## src/rtl/gfx_pkg.sv

```systemverilog
// gfx_pkg
// Shared definitions for the framebuffer write path:
//   - DEF_FB_WIDTH / DEF_FB_HEIGHT : default framebuffer geometry in pixels
//   - wr_state_e                   : writer FSM states
//   - pixel_t                      : one buffered pixel {sx, sy, color, last}
//   - pixel_addr()                 : linear framebuffer address sy*width+sx, 15 bits
package gfx_pkg;

    localparam int DEF_FB_WIDTH  = 160;
    localparam int DEF_FB_HEIGHT = 120;

    typedef enum logic {
        ST_IDLE  = 1'b0,
        ST_WRITE = 1'b1
    } wr_state_e;

    typedef struct packed {
        logic [7:0]  sx;
        logic [6:0]  sy;
        logic [11:0] color;
        logic        last;
    } pixel_t;

    // Full-width product first, then keep the low 15 bits as the memory address.
    function automatic logic [14:0] pixel_addr(input logic [7:0]  sx,
                                               input logic [6:0]  sy,
                                               input logic [31:0] width);
        logic [31:0] lin;
        lin = {25'd0, sy} * width + {24'd0, sx};
        return lin[14:0];
    endfunction

endpackage

```

## src/rtl/pixel_fifo.sv

```systemverilog
// pixel_fifo
// Synchronous first-word-fall-through FIFO of pixel_t entries.
// Ports:
//   clk, rst_n   : clock, asynchronous active-low reset (empties the FIFO)
//   push, din    : write an entry (ignored when full)
//   pop, dout    : consume the head entry (ignored when empty); dout shows the head
//   full, empty  : occupancy flags
module pixel_fifo
    import gfx_pkg::*;
#(
    parameter int DEPTH = 4
) (
    input  logic   clk,
    input  logic   rst_n,
    input  logic   push,
    input  pixel_t din,
    input  logic   pop,
    output pixel_t dout,
    output logic   full,
    output logic   empty
);

    localparam int AW = (DEPTH > 1) ? $clog2(DEPTH) : 1;

    pixel_t          store [DEPTH];
    logic [AW-1:0]   wr_ptr;
    logic [AW-1:0]   rd_ptr;
    logic [AW:0]     count;
    logic            push_ok;
    logic            pop_ok;

    assign full    = (count == (AW+1)'(DEPTH));
    assign empty   = (count == '0);
    assign push_ok = push && !full;
    assign pop_ok  = pop && !empty;
    assign dout    = store[rd_ptr];

    // Storage needs no reset: an entry is only ever read after it was written.
    always_ff @(posedge clk) begin
        if (push_ok) begin
            store[wr_ptr] <= din;
        end
    end

    // Pointers wrap naturally because DEPTH is a power of two.
    always_ff @(posedge clk or negedge rst_n) begin
        if (!rst_n) begin
            wr_ptr <= '0;
            rd_ptr <= '0;
            count  <= '0;
        end else begin
            if (push_ok) begin
                wr_ptr <= wr_ptr + 1'b1;
            end
            if (pop_ok) begin
                rd_ptr <= rd_ptr + 1'b1;
            end
            case ({push_ok, pop_ok})
                2'b10:   count <= count + 1'b1;
                2'b01:   count <= count - 1'b1;
                default: count <= count;
            endcase
        end
    end

endmodule

```

## src/rtl/fb_writer.sv

```systemverilog
// fb_writer
// Accepts a stream of drawn pixels, buffers them, and commits each one as a
// single write to framebuffer memory. Off-screen pixels are dropped.
// Ports:
//   clk, rst_n                  : clock, asynchronous active-low reset
//   in_valid/in_ready           : pixel handshake, in_ready = FIFO not full
//   in_sx, in_sy, in_color      : pixel coordinates and RGB444 colour
//   in_last                     : final pixel of a primitive
//   mem_we/mem_addr/mem_wdata   : write request, held until mem_ack
//   mem_ack                     : memory takes the write this cycle
//   done                        : one-cycle pulse when a primitive is fully committed
//   clip_cnt                    : saturating count of dropped off-screen pixels
// Configuration macro:
//   FB_WRITER_CLIP_COUNT_EN     : when defined, clip_cnt counts; otherwise it is tied to 0
module fb_writer
    import gfx_pkg::*;
#(
    parameter int FB_WIDTH   = DEF_FB_WIDTH,
    parameter int FB_HEIGHT  = DEF_FB_HEIGHT,
    parameter int FIFO_DEPTH = 4
) (
    input  logic        clk,
    input  logic        rst_n,
    input  logic        in_valid,
    output logic        in_ready,
    input  logic [7:0]  in_sx,
    input  logic [6:0]  in_sy,
    input  logic [11:0] in_color,
    input  logic        in_last,
    output logic        mem_we,
    output logic [14:0] mem_addr,
    output logic [11:0] mem_wdata,
    input  logic        mem_ack,
    output logic        done,
    output logic [15:0] clip_cnt
);

    localparam logic [31:0] FBW = 32'(FB_WIDTH);
    localparam logic [31:0] FBH = 32'(FB_HEIGHT);

    wr_state_e state;
    pixel_t    in_px;
    pixel_t    head;
    logic      fifo_full;
    logic      fifo_empty;
    logic      push;
    logic      pop;
    logic      head_clip;
    logic      cur_last;
    logic      rdy_en;

    assign in_px     = '{sx: in_sx, sy: in_sy, color: in_color, last: in_last};
    assign in_ready  = rdy_en && !fifo_full;
    assign push      = in_valid && in_ready;
    // The head leaves the FIFO whenever the write slot is free or being freed this cycle.
    assign pop       = !fifo_empty && ((state == ST_IDLE) || mem_ack);
    assign head_clip = ({24'd0, head.sx} >= FBW) || ({25'd0, head.sy} >= FBH);

    pixel_fifo #(
        .DEPTH (FIFO_DEPTH)
    ) u_fifo (
        .clk   (clk),
        .rst_n (rst_n),
        .push  (push),
        .din   (in_px),
        .pop   (pop),
        .dout  (head),
        .full  (fifo_full),
        .empty (fifo_empty)
    );

    // Keeps in_ready low during reset and raises it on the first edge afterwards.
    always_ff @(posedge clk or negedge rst_n) begin
        if (!rst_n) begin
            rdy_en <= 1'b0;
        end else begin
            rdy_en <= 1'b1;
        end
    end

    // Writer FSM. A pop either loads a new write (staying in or entering WRITE)
    // or, for an off-screen pixel, leaves the slot empty and falls back to IDLE.
    always_ff @(posedge clk or negedge rst_n) begin
        if (!rst_n) begin
            state     <= ST_IDLE;
            mem_we    <= 1'b0;
            mem_addr  <= '0;
            mem_wdata <= '0;
            done      <= 1'b0;
            cur_last  <= 1'b0;
        end else begin
            done <= 1'b0;
            if (state == ST_WRITE && mem_ack && cur_last) begin
                done <= 1'b1;
            end
            if (pop) begin
                if (head_clip) begin
                    state  <= ST_IDLE;
                    mem_we <= 1'b0;
                    if (head.last) begin
                        done <= 1'b1;
                    end
                end else begin
                    state     <= ST_WRITE;
                    mem_we    <= 1'b1;
                    mem_addr  <= pixel_addr(head.sx, head.sy, FBW);
                    mem_wdata <= head.color;
                    cur_last  <= head.last;
                end
            end else if (state == ST_WRITE && mem_ack) begin
                state  <= ST_IDLE;
                mem_we <= 1'b0;
            end
        end
    end

`ifdef FB_WRITER_CLIP_COUNT_EN
    logic [15:0] clip_q;

    // Counts every dropped pixel, sticking at all-ones.
    always_ff @(posedge clk or negedge rst_n) begin
        if (!rst_n) begin
            clip_q <= '0;
        end else if (pop && head_clip && (clip_q != 16'hFFFF)) begin
            clip_q <= clip_q + 16'd1;
        end
    end

    assign clip_cnt = clip_q;
`else
    assign clip_cnt = 16'd0;
`endif

endmodule

```

## config.mk

```make
export PLATFORM = sky130hd
export DESIGN_NAME = fb_writer
export DESIGN_NICKNAME = d
export VERILOG_FILES = /design/src/rtl/gfx_pkg.sv /design/src/rtl/pixel_fifo.sv /design/src/rtl/fb_writer.sv
export SDC_FILE = /design/constraint.sdc
export NUM_CORES = 1
export LEC_CHECK = 0
export ABC_AREA = 1
export CAP_MARGIN = 5
export CORE_ASPECT_RATIO = 1.75
export CORE_MARGIN = 10
export CORE_UTILIZATION = 50
export DETAILED_ROUTE_END_ITERATION = 6
export GPL_ROUTABILITY_DRIVEN = 1
export PLACE_DENSITY = 0.82
export SLEW_MARGIN = 20
export SYNTH_ARGS = -nofsm -noshare
export SYNTH_HDL_FRONTEND = slang
export SYNTH_SLANG_ARGS = --single-unit
```

## constraint.sdc

```tcl
create_clock -name clk -period 2.6 [get_ports clk]
set_input_delay 0.52 -clock clk [delete_from_list [all_inputs] [get_ports clk]]
set_output_delay 0.52 -clock clk [all_outputs]
set_load 0.05 [all_outputs]
```

[Yosys cells after proc, flatten, opt, wreduce, memory -nomap -nowiden]
Memories as Yosys holds them, arrays and structs flattened.
Index checks and enable logic that the tools add are counted.
Cells by class
  add/sub/neg operators: 5
  multipliers: 1
  $lt $le $gt $ge: 2
  equal/unequal tests: 3
  muxes and demuxes: 10
  bitwise operators: 2
  reductions and logical operators: 15
Operators by type and width (count)
  $add 15x8->15: 1
  $mul 7x3->10 const B: 1
  $mux 1: 9
  $ge 8x8->1 const B: 1
  $ge 7x7->1 const B: 1
  $logic_and 1x1->1: 7
  $pmux 3 s2: 1
  $add 2x1->2 const B: 2
  $reduce_bool 2->1: 2
  $add 3x1->3 const B: 1
  $eq 3x3->1 const B: 1
  $logic_not 3->1: 1
  $sub 3x1->3 const B: 1
  $eq 2x1->1 const B: 1
  $eq 2x2->1 const B: 1
  $logic_not 1->1: 2
  $logic_or 1x1->1: 2
  $not 1->1: 2
  $reduce_and 2->1: 1
Word-level totals
  bits in registers: 38
  bits in writable memories: 112
  input bits: 32
  output and inout bits: 46
  logic and storage cells: 48
  memories: 1
Memories
  u_fifo.store: words 4, width 28, rd ports 1, clocked after Yosys merged registers in 0, write ports 1, RTL line pixel_fifo.sv:25  | pixel_t store [DEPTH];

[Logic depth before layout (Yosys ltp)]
  depth after elaboration: 7
  mapped depth: 19
  gate-level depth less buffers: 18

[Modules after synthesis]
Synthesis repeated with hierarchy kept, for this count alone.
Unflattened totals
  cells, all modules: 620
  area total of the unflattened synthesis: 6839.1 µm²
Modules (own cells, without submodules)
  pixel_fifo: instances 1, cells an instance 388, area each 5001.0 µm², seq. area each 3538.4 µm²
  fb_writer: instances 1, cells an instance 232, area each 1838.0 µm², seq. area each 775.7 µm²

[Worst setup path before layout]
OpenSTA, ideal clock, no wires.
  path kind: register to register
  start: register u_fifo.count[0]
  end: memory u_fifo.store[0][0] (netlist bit), enable pin
  setup time: 0.413 ns
  arrival: 3.051 ns
  data required time: 2.187 ns
  setup slack: -0.864 ns
  cell stages (with the launch flop): 5
  path buffers: 0
  period minus slack after synthesis: 3.464 ns
  cell sequence: dfrtp_1 > inv_1 > a31oi_1 > nand2_1 > nor2_1
Between the ends
  cells in the longest elaborated chain, start to end: 7
Ends and longest elaborated chain
  start, declared: RTL line pixel_fifo.sv:28  | logic [AW:0] count;
  start signal, assigned: RTL line pixel_fifo.sv:59  | 2'b10: count <= count + 1'b1;
  start signal, assigned: RTL line pixel_fifo.sv:60  | 2'b01: count <= count - 1'b1;
  start signal, assigned: RTL line pixel_fifo.sv:61  | default: count <= count;
  $eq 3x3->1: RTL line pixel_fifo.sv:32  | assign full = (count == (AW+1)'(DEPTH));
  $logic_not 1->1: RTL line fb_writer.sv:53  | assign in_ready = rdy_en && !fifo_full;
  $logic_and 1x1->1: RTL line fb_writer.sv:53
  via in_ready: RTL line fb_writer.sv:25  | output logic in_ready,
  $logic_and 1x1->1: RTL line fb_writer.sv:54  | assign push = in_valid && in_ready;
  $logic_and 1x1->1: RTL line pixel_fifo.sv:34  | assign push_ok = push && !full;
  $mux 1: RTL line pixel_fifo.sv:40  | if (push_ok) begin
  $mux 1 (not written as such): RTL line pixel_fifo.sv:41  | store[wr_ptr] <= din;
  end, declared: RTL line pixel_fifo.sv:25
The timed path passes the listed nets, and every way through them passes these cells.

[Worst setup path after layout]
  start: register u_fifo.rd_ptr[0]
  end: register mem_addr[12]
Between the ends
  cells in the longest elaborated chain, start to end: 5
  elaborated cells between the ends (all ways): 8
  those cells by class: add/sub: 1; mul: 1; order compare: 2; bitwise: 1; reduce/logical: 2; memory: 1
Ends and longest elaborated chain
  start, declared: RTL line pixel_fifo.sv:27  | logic [AW-1:0] rd_ptr;
  start signal, assigned: RTL line pixel_fifo.sv:56  | rd_ptr <= rd_ptr + 1'b1;
  $mem_v2 4x28 (*)
  branches (longest 4 deep; another with $add 15x8->15)
  end signal, assigned: RTL line fb_writer.sv:106  | mem_addr <= pixel_addr(head.sx, head.sy, FBW);
  end, declared: RTL line fb_writer.sv:31  | output logic [14:0] mem_addr,
Every way passes the cells marked *.
A chain may end at the register's enable or synchronous reset.

==> impl_metrics.env <==
export IMPL_ys_top_cells_by_count="nand2_1 (140), edfxtp_1 (112), nor2_1 (53)"
export IMPL_synth_area_per_cell_um2=11.4
export IMPL_clockBufferDepth=2
export IMPL_h_tree_depth=4
export IMPL_synth_xor_area_share_pct=1.50
export IMPL_fp_row_count=54
export IMPL_numCtsBuffers=17
export IMPL_worst_pin_slew_ns=0.899
export IMPL_synthMuxAreaShare_pct=0
export IMPL_first_iter_violations=442
export IMPL_dp_hpwl_um=9670
export IMPL_worstSkewPairLatency_ns=0.42
export IMPL_synth_area_leaders="edfxtp_1 (52%), dfrtp_1 (15%), nand2_1 (8.2%), ha_1 (3.5%), o21ai_0 (3.3%)"
export IMPL_failed_checks="negative setup slack"
export IMPL_dp_slack_ns=-0.0708
export IMPL_grt_total_usage_pct=16.5
export IMPL_grt_pass1_vias=4725
export IMPL_critPathRequiredTime_ns=2.95
export IMPL_criticalPathCategory="flop to flop"
export IMPL_timing_slew_headroom_pct=40.1
export IMPL_num_nets_final=704
export IMPL_postCtsHoldBufs=0
export IMPL_gp_routability_congestion=0.887
export IMPL_hold_violations=0
export IMPL_tritoncts="done"
export IMPL_cts_root_buf="clkbuf_16"
export IMPL_yosysTopAreaCell="edfxtp_1"
export IMPL_yosysWarnings=0
export IMPL_yosysSeqAreaShare_pct=67.0
export IMPL_grt_max_degree=39
export IMPL_wl_per_cell_um=19.0
export IMPL_fin_ws_ns=-0.0968
export IMPL_ys_flop_type="edfxtp_1"
export IMPL_fin_crit_sh_pct=104
export IMPL_synth_top_area_share_pct=52.2
export IMPL_synth_area_um2=6440
export IMPL_synth_fa_ha_area_share_pct=4.43
export IMPL_arrival_ns=3.05
export IMPL_synthSimpleGateAreaFrac_pct=14.4
export IMPL_die_h_um=170
export IMPL_vias_per_cell=5.50
export IMPL_fillers=870
export IMPL_port_buffers=61
export IMPL_clk_pin_slew_worst_paths_ns=0.06
export IMPL_clock_sinks=150
export IMPL_drc=0
export IMPL_rsz0062_at_grt="true"
export IMPL_synth_cell_types=32
export IMPL_synth_compound_area_share_pct=7.00
export IMPL_num_antenna_cells=0
export IMPL_overflow=0
export IMPL_dieArea_um2=18000
export IMPL_post_synth_top_count_cell="nand2_1"
export IMPL_antenna_found_initial=0
export IMPL_setup_violations=3
export IMPL_area_growth_pct=30.2
export IMPL_drtPass1Iterations=7
export IMPL_synth_edf_count=112
export IMPL_synth_top_family_by_area="simple AND/OR/NAND/NOR gates"
export IMPL_vias=4577
export IMPL_fp_coreArea_um2=12600
export IMPL_finalWirelength_um=15800
export IMPL_end_kind="flop"
export IMPL_layout_drive_gt1_share_pct=19.1
export IMPL_synth_cells=564
export IMPL_hp_class="input port to asynchronous set/reset pin"
export IMPL_cp_max_fo=8
export IMPL_ant_nets=0
export IMPL_ios=78
export IMPL_timing_fmax_ghz=0.371
export IMPL_die_w_um=106
export IMPL_layout_min_cycle_time_ns=2.70
export IMPL_ys_ff_latch=150
export IMPL_whs_ns=0.230
export IMPL_slew_viol_final=0
export IMPL_skew_ns=0.0105
export IMPL_crit_path_start_kind="flop"
export IMPL_outcome="complete, but fails checks"
export IMPL_max_cap_violations=0
export IMPL_grt_pass1_wl_um=23400
export IMPL_initial_core_util_pct=51.2
export IMPL_ys_async_sr_fraction_pct=25.3
==> critical path, cell delays in order (launching register included) <==
cell and delay, ns:
dfrtp_2 0.47, clkinv_4 0.13, clkbuf_16 0.16, nor2_4 0.04
o22ai_4 0.26, ha_4 0.27, fa_2 0.59, nand2_2 0.07
inv_4 0.09, nand3_4 0.09, nor2_4 0.15, xor2_1 0.18
nand2_1 0.07, nand2_1 0.06
==> final timing paths <==
check / startpoint / end / slack [ns] / cells after the start
worst max-delay path: u_fifo.rd_ptr[0]$_DFFE_PN0P_ / mem_addr[12]$_DFFE_PN0P_ / -0.1 / 13
worst max register to register: u_fifo.rd_ptr[0]$_DFFE_PN0P_ / mem_addr[12]$_DFFE_PN0P_ / -0.1 / 13
worst min-delay path: rst_n / mem_wdata[2]$_DFFE_PN0P_ / 0.23 / 1
min in group clk: mem_addr[0]$_DFFE_PN0P_ / mem_addr[0]$_DFFE_PN0P_ / 0.48 / 2
worst min register to register: mem_addr[0]$_DFFE_PN0P_ / mem_addr[0]$_DFFE_PN0P_ / 0.48 / 2
max in group asynchronous: rst_n / u_fifo.rd_ptr[0]$_DFFE_PN0P_ / 1.75 / 1
==> metal layers <==
layer / vias to the layer above / track usage [%] / share of wire (%)
met5: - / 0 / 0
met4: 0 / 8.93 / 2.8
met3: 42 / 5.07 / 7.3
met2: 245 / 30.1 / 55
met1: 2223 / 16.1 / 35
li1: 2067 / - / -
==> state kept, by name, indices dropped and copies added (netlist names) <==
| signal | cells |
|---|---|
| cur_last | 1 |
| u_fifo.rd_ptr | 2 |
| done | 1 |
| state | 1 |
| u_fifo.store | 112 |
| rdy_en | 1 |
| u_fifo.wr_ptr | 2 |
| mem_addr | 15 |
| u_fifo.count | 3 |
| mem_wdata | 12 |
==> cell type report <==
cell class	count	area, um^2	area share [%]
clock buffers	17	425	5.07
clock inverters	15	143	1.70
inverters	30	125	1.49
multi-input cells	360	2160	25.8
flip-flops and latches	150	4320	51.5
well taps	168	210	2.51
repair buffers	92	1000	11.9
==> layout by cell type (no fill, tap or decap), types with 5 or more instances in the layout <==
master | synthesis | routed
ha_1 | 18 | 9
nand3_1 | 26 | 21
clkbuf_16 | 0 | 21
o22ai_1 | 20 | 18
conb_1 | 2 | 17
o21ai_0 | 42 | 38
o21ai_1 | 10 | 11
inv_1 | 27 | 20
buf_12 | 0 | 7
ha_4 | 0 | 9
inv_2 | 2 | 5
nand2_2 | 4 | 12
edfxtp_1 | 112 | 112
buf_4 | 21 | 19
nand2_1 | 140 | 131
nor2_1 | 53 | 45
dfrtp_1 | 38 | 37
inv_6 | 0 | 6
nor2_4 | 1 | 8
clkdlybuf4s50_1 | 0 | 60
xor2_1 | 7 | 6
==> stage by stage <==
stage	std cells	area, um^2	setup TNS (ns)	util (%)
floorplan	579	6610	-0.0668	-
global placement	792	7380	0	58.8
detailed placement	792	7380	-0.174	58.8
CTS	824	7980	-0.0111	63.5
global route	832	8380	-0.591	66.7
finish	832	8380	-0.217	66.7
==> kinds of logic after synthesis <==
group	after synthesis
simple gates	228
flops	150
compound gates	83
buf+inv	69
fa+ha+maj	21
xor+xnor	11
other cells	2
==> what timing repair did <==
| item | in CTS | in global routing |
|---|---|---|
| cloned | 0 | 4 |
| setup buffers | 0 | 4 |
| endpoints found under the setup margin | 4 | 6 |
| gates resized for setup | 7 | 56 |
| pin swaps | 2 | 17 |
Power is not shown: default switching activity piles up to over one toggle a cycle in this logic, so the estimate is an artifact.
==> variant (config.mk and constraints unchanged) <==
Set the parameter `FIFO_DEPTH` to 2 (it was 4).
--- a/src/rtl/fb_writer.sv
+++ b/src/rtl/fb_writer.sv
@@ -17,7 +17,7 @@
 #(
     parameter int FB_WIDTH   = DEF_FB_WIDTH,
     parameter int FB_HEIGHT  = DEF_FB_HEIGHT,
-    parameter int FIFO_DEPTH = 4
+    parameter int FIFO_DEPTH = 2
 ) (
     input  logic        clk,
     input  logic        rst_n,
Formal check against the unedited RTL: not equivalent (Yosys sat finds a counterexample within 10 cycles, from zero or initial values and one cycle with rst_n low).
==> variant against the unedited design <==
Sequential cell count shrank 59; sequential share of layout area shrank 1.6 points; routed wire length shrank 46%; highest routed layer unchanged; final area shrank 39%; critical endpoint is now mem_addr[14]$_DFFE_PN0P_; setup slack gained 0.19 ns; largest cell class unchanged; synthesized area shrank 37%.
Power is not shown: default switching activity piles up to over one toggle a cycle in this logic, so the estimate is an artifact.
==> variant: results (changes against the unedited design) <==
| Metric | Value |
|---|---|
| Number of enable-type register cells in the synthesized netlist | 56 (-50%) |
| Maximum number of pins on one net before global-route repair | 36 (-7.7%) |
| Clock insertion delay at the later pin of the skew report | 0.34 ns (-0.08 ns) |
| Syn Inst Count | 342 (-39%) |
| Detailed Route WL | 8500 um (-46%) |
| Arithmetic-cell share of the synthesized area counting full adders, half adders and majority gates | 5.29% (+0.86 points) |
| Commonest cells in the netlist | sky130_fd_sc_hd__nand2_1, sky130_fd_sc_hd__edfxtp_1, sky130_fd_sc_hd__dfrtp_1 |
| Top post-synthesis cells by area | sky130_fd_sc_hd__edfxtp_1, sky130_fd_sc_hd__dfrtp_1, sky130_fd_sc_hd__nand2_1 |
| Global-route track usage on met2 | 25.0% (-5.1 points) |
| Regs by FF count | u_fifo.store: 56 flops, mem_addr: 15 flops, mem_wdata: 12 flops |
| Post-DP HPWL | 5900 um (-39%) |
| Flop-to-flop setup slack | 0.09 ns (+0.19 ns) |
| Portion of netlist area occupied by mux cells | 5.38% (+5.4 points) |
| H-tree depth reported by CTS | 3 (-1) |
| Placed cells | 491 (-38%) |
| Number of cell instances on the worst register-to-register path | 12 (-1) |
| 1st-iter DRT viols | 124 (-72%) |
| Count of TritonRoute iterations in the first routing pass | 4 (-3) |
| Run status | complete, no violations |
| Slowest library cell on the worst path | sky130_fd_sc_hd__dfrtp_2 |
| Crit path largest cell delay | 0.44 ns (-0.15 ns) |
| Final Net Count | 463 (-34%) |
| Wire length per cell after detailed routing | 16.7 um (-12%) |
| First-pass GRT wire length | 13400 um (-43%) |
| Async set-or-reset flop fraction in the synthesized netlist | 38.5% (+13 points) |
| Worst setup path startpoint | u_fifo.rd_ptr$_DFFE_PN0P_ |
| CP arrival | 2.74 ns (-0.31 ns) |
variant: cell types whose count changed after synthesis, sizes merged, moves of 5 or more:
cell    delta
o21ai     -29
clkbuf    -10
nor2      -47
o22ai     -19
nand2     -51
mux2      +15
nand3     -10
edfxtp    -56
mux2i      +5
variant: cell families after synthesis:
kind of cell    count (synthesis)
compound gates                 30
xor+xnor                       10
simple gates                  120
buf+inv                        53
fa+ha+maj                      16
mux                            20
other cells                     2
flops                          91
variant: layout make-up:
class                           instances  share of cell area, %
Sequential cell                        91                   49.8
Inverter                               28                   2.10
Clock inverter                          4                  0.950
Timing Repair Buffer                   72                   13.6
Clock buffer                           12                   4.80
Multi-Input combinational cell        213                   26.5
Tap cell                               90                   2.19
variant: through the flow:
| step | area [um2] | hold slack [ns] | util (%) | TNS (ns) | setup WS, ns |
|---|---|---|---|---|---|
| after floorplan | 4140 | 0.224 | - | -6.72 | -0.120 |
| after global placement | 4710 | 0.465 | 59.5 | 0 | 0.115 |
| after detailed placement | 4710 | 0.470 | 59.5 | 0 | 0.0155 |
| after CTS | 5010 | 0.305 | 63.4 | 0 | 0.0791 |
| after global routing | 5130 | 0.348 | 64.9 | -0.0428 | -0.0333 |
| final | 5130 | 0.280 | 64.9 | 0 | 0.0932 |
variant: metal layers:
| metal | vias to the layer above | share of wire (%) |
|---|---|---|
| met3 | 22 | 6.9 |
| li1 | 1260 | - |
| met4 | 0 | 3.5 |
| met2 | 95 | 54 |
| met1 | 1305 | 36 |
| met5 | - | 0 |
variant: repair_timing:
| item | in CTS | in global routing |
|---|---|---|
| gates resized for setup | 0 | 22 |
| setup endpoints to repair | 1 | 3 |
| gates cloned | 0 | 1 |
| setup buffers | 1 | 1 |
| pin swaps | 0 | 5 |
